## config.mk

```make
export PLATFORM = sky130hd
export DESIGN_NAME = atx_arbiter
export DESIGN_NICKNAME = d
export VERILOG_FILES = /design/src/rtl/atx_arb_pkg.sv /design/src/rtl/atx_handshake.sv /design/src/rtl/atx_arbiter.sv
export SDC_FILE = /design/constraint.sdc
export NUM_CORES = 1
export LEC_CHECK = 0
export CORE_UTILIZATION = 41
export CTS_CLUSTER_SIZE = 40
export DETAILED_ROUTE_END_ITERATION = 8
export PLACE_DENSITY_LB_ADDON = 0.08
export SLEW_MARGIN = 0
export SYNTH_ARGS = -nofsm -noshare
export SYNTH_HDL_FRONTEND = slang
export SYNTH_SLANG_ARGS = --single-unit
```

## constraint.sdc

```tcl
create_clock -name clk -period 3.7 [get_ports clk]
set_clock_uncertainty 0.05 [all_clocks]
set_input_delay 0.555 -clock clk [delete_from_list [all_inputs] [get_ports clk]]
set_output_delay 0.555 -clock clk [all_outputs]
set_load 0.02 [all_outputs]
```

## src/rtl/atx_arb_pkg.sv

```systemverilog
// Shared types and constants for the UART transmit arbiter.
package atx_arb_pkg;

  localparam int unsigned NUM_REQ = 2;

  typedef enum logic [1:0] {
    IDLE = 2'd0,
    LOAD = 2'd1,
    DROP = 2'd2
  } atx_state_t;

endpackage

```

## src/rtl/atx_handshake.sv

```systemverilog
// UART load/busy handshake FSM; ATX_ARB_TIMEOUT_EN adds an abort when
// atx_busy never acknowledges a load.
module atx_handshake
  import atx_arb_pkg::*;
#(
  parameter int unsigned BUSY_TIMEOUT = 1023,
  parameter int unsigned TO_W         = 10
) (
  input  logic clk,
  input  logic reset,
  input  logic start,
  input  logic busy,
  output logic load,
  output logic idle,
  output logic err
);

  atx_state_t state, state_next;
  logic       load_q, load_next;

  if ((64'd1 << TO_W) <= 64'(BUSY_TIMEOUT)) begin : g_bad_cfg
    $error("atx_handshake: TO_W too narrow for BUSY_TIMEOUT");
  end

`ifdef ATX_ARB_TIMEOUT_EN
  localparam logic [TO_W-1:0] TO_MATCH = TO_W'(BUSY_TIMEOUT);

  logic [TO_W-1:0] to_cnt;
  logic            err_q, err_next;
  logic            timeout;

  assign timeout = (state == LOAD) && (to_cnt == TO_MATCH);

  always_ff @(posedge clk) begin
    if (reset || start) begin
      to_cnt <= '0;
    end else if (state == LOAD) begin
      to_cnt <= to_cnt + TO_W'(1);
    end
  end
`endif

  always_comb begin
    state_next = state;
`ifdef ATX_ARB_TIMEOUT_EN
    err_next   = 1'b0;
`endif
    unique case (state)
      IDLE: if (start) state_next = LOAD;
      LOAD: begin
        // acknowledge takes priority over a coincident timeout
        if (busy) begin
          state_next = DROP;
`ifdef ATX_ARB_TIMEOUT_EN
        end else if (timeout) begin
          state_next = IDLE;
          err_next   = 1'b1;
`endif
        end
      end
      DROP: if (!busy) state_next = IDLE;
      default: state_next = IDLE;
    endcase
    load_next = (state_next == LOAD);
  end

  always_ff @(posedge clk) begin
    if (reset) begin
      state  <= IDLE;
      load_q <= 1'b0;
    end else begin
      state  <= state_next;
      load_q <= load_next;
    end
  end

`ifdef ATX_ARB_TIMEOUT_EN
  always_ff @(posedge clk) begin
    if (reset) begin
      err_q <= 1'b0;
    end else begin
      err_q <= err_next;
    end
  end

  assign err = err_q;
`else
  assign err = 1'b0;
`endif

  assign load = load_q;
  assign idle = (state == IDLE);

endmodule

```

## src/rtl/atx_arbiter.sv

```systemverilog
// Round-robin arbiter sharing the UART transmitter between CPU and debug
// sources; ATX_ARB_TIMEOUT_EN enables the load-abort timeout.
module atx_arbiter
  import atx_arb_pkg::*;
#(
  parameter int unsigned BUSY_TIMEOUT = 1023,
  parameter int unsigned TO_W         = 10
) (
  input  logic       clk,
  input  logic       reset,
  input  logic       req0_valid,
  input  logic [7:0] req0_data,
  output logic       req0_ready,
  input  logic       req1_valid,
  input  logic [7:0] req1_data,
  output logic       req1_ready,
  output logic [7:0] atx_data,
  output logic       atx_load,
  input  logic       atx_busy,
  output logic       active,
  output logic       owner,
  output logic       err_timeout
);

  logic [NUM_REQ-1:0] grant, ready;
  logic [7:0]         data_q;
  logic               owner_q;
  logic               last;
  logic               idle;

  always_comb begin
    grant = '0;
    if (req0_valid && (!req1_valid || last)) begin
      grant[0] = 1'b1;
    end else if (req1_valid) begin
      grant[1] = 1'b1;
    end
  end

  assign ready = (idle && !atx_busy) ? grant : '0;

  always_ff @(posedge clk) begin
    if (reset) begin
      data_q  <= '0;
      owner_q <= 1'b0;
      last    <= 1'b1;
    end else if (ready[0]) begin
      data_q  <= req0_data;
      owner_q <= 1'b0;
      last    <= 1'b0;
    end else if (ready[1]) begin
      data_q  <= req1_data;
      owner_q <= 1'b1;
      last    <= 1'b1;
    end
  end

  atx_handshake #(
    .BUSY_TIMEOUT (BUSY_TIMEOUT),
    .TO_W         (TO_W)
  ) u_handshake (
    .clk   (clk),
    .reset (reset),
    .start (|ready),
    .busy  (atx_busy),
    .load  (atx_load),
    .idle  (idle),
    .err   (err_timeout)
  );

  assign req0_ready = ready[0];
  assign req1_ready = ready[1];
  assign atx_data   = data_q;
  assign owner      = owner_q;
  assign active     = !idle;

endmodule

```

Word level (Yosys, flattened, before mapping). Index checks and enable logic that the tools add are counted.

Register bits after elaboration: 13. Logic and storage cells: 30. Input bits: 21. Output and inout port bits: 14.

Eq/ne operators: 3. Muxes and demuxes: 12. Reduce and logical (&&, ||, !) cells: 10.

Operators with widths (count): 8-bit 2-to-1 mux (2); 2-bit 2-to-1 mux (4); 2-bit case mux with 3 select lines (1); 1-bit 2-to-1 mux (5); 2-bit by 1-bit == test with 1-bit output (second input constant) (2); 2-bit OR reduction (2); 1-bit logical NOT (3); 2-bit == test (second input constant) (1); 1-bit logical AND (2); 2-bit logical NOT (1); 2-bit nonzero test (1); 1-bit logical OR (1).

Longest topological paths before layout. Gate-level depths: netlist (run 1).

Word-level depth: 9. Gate-level depth with buffers: 4. Mapped depth without buffers: 3.

Modules after synthesis. From an unflattened synthesis (run 1), not the netlist that was laid out.

Cells, all modules: 75. Area, all modules: 693.2 um2.

By module, submodules not included: atx_arbiter (seq. area each 200.2 um2, cells an instance 63, instances 1, area an instance 573.0 um2); atx_handshake (seq. area each 60.1 um2, cells an instance 12, instances 1, area an instance 120.1 um2).

Worst setup path after synthesis (run 1). OpenSTA, ideal clock, no wires.

Path kind: input to output. Start: input atx_busy. End: output req0_ready. Stages on the path: 3. Required time: 3095 ps. Data arrival time: 1572 ps. Setup slack: 1523 ps. Path buffers: 1. Cells stage by stage: or3_1 -> buf_6 -> nor3_1.

Longest elaborated chain between the ends: 3.

Ends and longest elaborated chain: start, declared (line atx_arbiter.sv:19) `input logic atx_busy,`; 1-bit logical NOT; 1-bit logical AND (line atx_arbiter.sv:40) `assign ready = (idle && !atx_busy) ? grant : '0;`; 2-bit 2-to-1 mux (line atx_arbiter.sv:40); end, declared (line atx_arbiter.sv:13) `output logic req0_ready,`.

No other way between the ends.

Worst setup path in the final report (run 1). Same ends and word-level chain as after synthesis.

==> flow_summary.toml, run 1 <==
[worst_setup_path]
path_class = "input pin to output pin"
crit_path_max_incr_delay_ps = 630
r2r_cells = 3
crit_path_max_fanout = 10
endpoint = "req0_ready"
startpoint = "atx_busy"
path_cells = "clkdlybuf4s50_1, or3_1, nor3_1, clkdlybuf4s50_1"
worstPathArrival_ps = 2510
start_kind = "input pin"
critPathSlowestCell = "clkdlybuf4s50_1"
worstSetupEndpointType = "output pin"
worst_path_most_repeated_cell = "clkdlybuf4s50_1"
required_ps = 3090
r2r_start = "u_handshake.state[1]"
r2r_end = "atx_data[7]"
rrSetupSlack_ps = 2100

[timing]
rsz0062_at_grt = "false"
min_period_over_period_pct = 84.2
fin_ws_ps = 583
setup_violations = 0
final.setup.tns_ps = 0
slew_viol_final = 0
hold_violations = 0
timing.final.crit_period_ps = 3120
fmax_mhz = 321

[synthesis]
synth_xor_area_share_pct = 1.27
syn_avg_cell_area_sq_um = 8.85
synth-simple-area-share_pct = 21.6
synth-async-reset-ratio_pct = 0
ys_ff_latch = 13
synth-main-ff-cell = "dfxtp_1"
synth.yosys.seq_area_share_pct = 37.7
synthMuxAreaShare_pct = 0
syn_nets = 99
synth_top_family_by_area = "compound AO/OA/AOI/OAI gates"
synthCells = 78
synthAdderAreaFrac_pct = 0
yosys_warnings = 0
ys_types = 27
synth_compound_area_share_pct = 30.3
netlist_area_sq_um = 691
synth_edf_count = 0

[grt]
overflow = 0
antenna_found_initial = 0
grt_pass1_vias = 702
grt_usage_pct = 23.6
grt_max_degree = 18
grt_pass1_wl_um = 3180

[route]
drtAntennaViolNets = 0
drtIter0Drc = 13
wl_per_cell_um = 15.0
firstDrtPassIters = 4
route.detailed.drc = 0
viasPerCell = 6.07
dr_total_vias = 765
totalWireLength_um = 1890

[placed_design]
dp_hpwl_um = 1320
dp_slack_ps = 606
dp.cells = 122
numPortBuffers = 33
gp_congestion = 0.735

[cts]
cts_buffers = 3
postCtsHoldBufs = 0
worstSkewPairLatency_ps = 280
post-cts-setup-buffers = 0
cts_tree = "done"
cts.path.max_buffers = 2
htree_num_levels = 1
cts-root-buf = "clkbuf_4"
clk_pin_slew_worst_paths_ps = 80
cts.repair.resized = 0
cts_sinks = 13

[job]
drv_cap = 0

[cells_and_area]
drive_gt1_share_pct = 9.09
synthToLayoutAreaGrowth_pct = 50.7
diodes = 0
finalNetCount = 132
final_cells = 126

[power_and_ir_drop]
p_per_area_nw_per_um2 = 345
ir_worst_vdd_uv = 241
p_leak_nw = 0.370

[die]
core_sq_um = 1540
fp.dieH_um = 43.0
initial_core_util_pct = 44.8
fp.dieW_um = 43.0
rows = 14
io-pin-count = 35
die_area_sq_um = 1850

[run_status]
status = "finished clean"

[worst_hold_path]
hold_class = "flip-flop to flip-flop"
stage by stage:
| step | instance area (sq um) | total power (W) | hold WS [ps] | utilization (%) |
|---|---|---|---|---|
| floorplan | 691 | 0.000220 | 458 | - |
| global placement | 1010 | 0.000270 | 432 | 65.8 |
| detailed placement | 1010 | 0.000271 | 434 | 65.8 |
| CTS | 1040 | 0.000362 | 460 | 67.5 |
| global route | 1040 | 0.000380 | 490 | 67.5 |
| finish | 1040 | 0.000359 | 446 | 67.5 |
synthesized netlist by cell type (2+ instances only):
cell type | count | share of area (%)
nor2_1 | 2 | 1.1
buf_1 | 2 | 1.1
nand4_1 | 8 | 7.2
a311oi_1 | 8 | 10
nand2_1 | 3 | 1.6
a21oi_1 | 9 | 6.5
inv_1 | 2 | 1.1
o31ai_1 | 8 | 8.7
a2111oi_0 | 2 | 2.5
or2_2 | 2 | 1.8
dfxtp_1 | 13 | 38
buf_6 | 2 | 3.3
clkbuf_1 | 3 | 1.6
worst max-delay path: cells and delay by family:
family	cells	cell delay [ps]
and+or+nand+nor	2	810
buffers and inverters	2	1140
layer usage:
| metal | track usage, % | share of wire [%] | wire (um) |
|---|---|---|---|
| met1 | 30.4 | 45 | 858 |
| met2 | 36.7 | 47 | 881 |
| met3 | 5.11 | 5.9 | 111 |
| met4 | 12.7 | 2.0 | 38 |
| met5 | 0 | 0 | 0 |
power by group:
| part | total (W) | switching (W) | leakage, nW | internal (W) |
|---|---|---|---|---|
| clock network | 0.0000906 | 0.0000488 | 0.0150 | 0.0000419 |
| registers | 0.000158 | 0.00000747 | 0.107 | 0.000151 |
| logic | 0.000110 | 0.0000538 | 0.248 | 0.0000562 |
| total | 0.000359 | 0.000110 | 0.370 | 0.000249 |
how the worst min path moves through the flow:
| stage | from | endpoint | slack [ps] | depth (start not counted) |
|---|---|---|---|---|
| 2_1_floorplan | last | last | 460 | 2 |
| 3_3_place_gp | owner | owner | 430 | 2 |
| 3_5_place_dp | owner | owner | 430 | 2 |
| 4_1_cts | owner | owner | 460 | 2 |
| 5_1_grt | atx_data[3] | atx_data[3] | 490 | 2 |
| 6_report | owner | owner | 450 | 2 |
area by class of cell:
type	count	area (sq um)
clock buffer	4	26.3
fill	141	500
inverter	3	11.3
multi-input combinational	54	370
sequential	13	260
tap	16	20.0
timing repair buffer	36	353
state kept, by name, indices dropped and copies added, names as in the netlist:
name / flops
atx_data: 8
u_handshake.state: 2
last: 1
owner: 1
u_handshake.load: 1
kinds of logic after synthesis:
| logic type | count (synthesis) |
|---|---|
| other cells | 1 |
| buf+inv | 11 |
| compound gates | 29 |
| flops | 13 |
| simple gates | 23 |
| xor+xnor | 1 |
layout by cell type, fill, tap and decap left out, types with 2 or more instances in the layout:
cell and count:
clkdlybuf4s50_1 33, dfxtp_1 13, a21oi_1 9, o31ai_1 8, nand4_1 8, a311oi_1 8, nand2_1 3, clkbuf_4 3
buf_4 3, or2_2 2, nor2_1 2, inv_1 2, a2111oi_0 2
No activity file was read; power rests on OpenSTA's default activity.
==> run 2: changes to the inputs <==
- CORE_UTILIZATION: 41 -> 34
- clock period: 3.7 -> 2.8 ns (I/O delays scaled with it)
==> run 2 against run 1 <==
  * Final area rose by 3.2%
  * First-iteration DRC count fell by 31%
  * Sequential power rose by 32%
  * Setup slack got worse by 340 ps
  * Clock-buffer cell count did not move
  * Global-route usage fell by 2.8 points
==> flow_summary.toml, run 2 (synthesis gave the netlist of run 1 again) <==
[cts]
post-cts-setup-buffers = 0
cts_tree = "done"
worstSkewPairLatency_ps = 280
cts.path.max_buffers = 2
postCtsHoldBufs = 0
cts-root-buf = "clkbuf_4"
htree_num_levels = 1
cts_sinks = 13
clk_pin_slew_worst_paths_ps = 80
cts.repair.resized = 0
cts_buffers = 3

[route]
route.detailed.drc = 0
wl_per_cell_um = 14.2
drtAntennaViolNets = 0
firstDrtPassIters = 4
totalWireLength_um = 1950
viasPerCell = 5.67
drtIter0Drc = 9
dr_total_vias = 782

[timing]
slew_viol_final = 0
min_period_over_period_pct = 91.4
rsz0062_at_grt = "false"
timing.final.crit_period_ps = 2560
setup_violations = 0
fin_ws_ps = 240
final.setup.tns_ps = 0
whs_ps = 445
fmax_mhz = 391
hold_violations = 0

[worst_setup_path]
r2r_cells = 4
path_cells = "clkdlybuf4s50_1, or3_1, nor3_1, clkdlybuf4s50_1"
start_kind = "input pin"
path_class = "input pin to output pin"
r2r_end = "atx_data[7]"
critPathSlowestCell = "clkdlybuf4s50_1"
rrSetupSlack_ps = 1270
startpoint = "atx_busy"
path_buf_inv = 2
cpLargestDelayFamily = "buffers and inverters"
r2r_start = "u_handshake.state[1]"
worstPathArrival_ps = 2090
worst_path_most_repeated_cell = "clkdlybuf4s50_1"
crit_path_max_incr_delay_ps = 640
required_ps = 2330
crit_path_max_fanout = 2
endpoint = "req0_ready"
worstSetupEndpointType = "output pin"
cp.depth = 4

[die]
fp.dieW_um = 47.1
rows = 15
fp.dieH_um = 47.1
initial_core_util_pct = 37.9
io-pin-count = 35
die_area_sq_um = 2220
core_sq_um = 1820

[worst_hold_path]
min_from = "owner"
hold_class = "flip-flop to flip-flop"

[cells_and_area]
drive_gt1_share_pct = 11.5
finalNetCount = 135
final_cell_mix = "clkdlybuf4s50_1 (33), dfxtp_1 (13), a21oi_1 (9)"
synthToLayoutAreaGrowth_pct = 55.6
final_common_cell = "clkdlybuf4s50_1"
largest_reg_flops = 8
diodes = 0

[grt]
overflow = 0
antenna_found_initial = 0
grt_pass1_wl_um = 3190
grt_usage_pct = 20.9
grt_pass1_vias = 716
grt_max_degree = 18

[placed_design]
numPortBuffers = 33
dp_slack_ps = 226
dp_hpwl_um = 1340
gp_congestion = 0.734

[power_and_ir_drop]
ir_worst_vdd_uv = 295
p_per_area_nw_per_um2 = 445
p_leak_nw = 0.384

[run_status]
status = "finished clean"

[job]
drv_cap = 0
-- run 2: cell count changes in the layout (fill, tap and decap cells not counted), sizes merged --
cell and change:
buf +3
-- run 2: layout make-up --
type / instances / area, sq um
tap: 25 / 31.3
inverter: 3 / 11.3
multi-input combinational: 54 / 370
clock buffer: 4 / 26.3
fill: 181 / 746
sequential: 13 / 260
timing repair buffer: 39 / 375
-- run 2: worst min-delay path, stage by stage (launching register included) --
cell and delay, ps:
dfxtp_1 340, a32oi_1 60, nor2_1 70
-- run 2: power by group --
| group | internal, W | total [W] | switching (W) |
|---|---|---|---|
| Sequential | 0.000199 | 0.000209 | 0.0000102 |
| Combinational | 0.0000775 | 0.000149 | 0.0000717 |
| Clock | 0.0000553 | 0.000120 | 0.0000644 |
-- run 2: per-layer routing --
| metal | track usage [%] | vias up | share of wire (%) |
|---|---|---|---|
| li1 | - | 381 | - |
| met1 | 26.3 | 355 | 44 |
| met5 | 0 | - | 0 |
| met3 | 5.77 | 4 | 8.3 |
| met2 | 34.4 | 42 | 47 |
| met4 | 6.86 | 0 | 1.1 |
-- run 2: through the flow --
stage | total power, W | instances | util [%] | instance area [sq um]
after floorplan | 0.000290 | 78 | - | 691
after global placement | 0.000362 | 134 | 57.6 | 1050
after detailed placement | 0.000362 | 134 | 57.6 | 1050
after CTS | 0.000484 | 138 | 59.0 | 1070
after global routing | 0.000503 | 138 | 59.0 | 1070
final | 0.000478 | 138 | 59.0 | 1070
-- run 2: worst min path at each step --
stage / end / slack [ps] / cells past startpoint
after global routing: atx_data[5] / 500 / 2
after detailed placement: owner / 430 / 2
after global placement: owner / 420 / 2
final: owner / 450 / 2
after CTS: owner / 450 / 2
after floorplan: last / 460 / 2
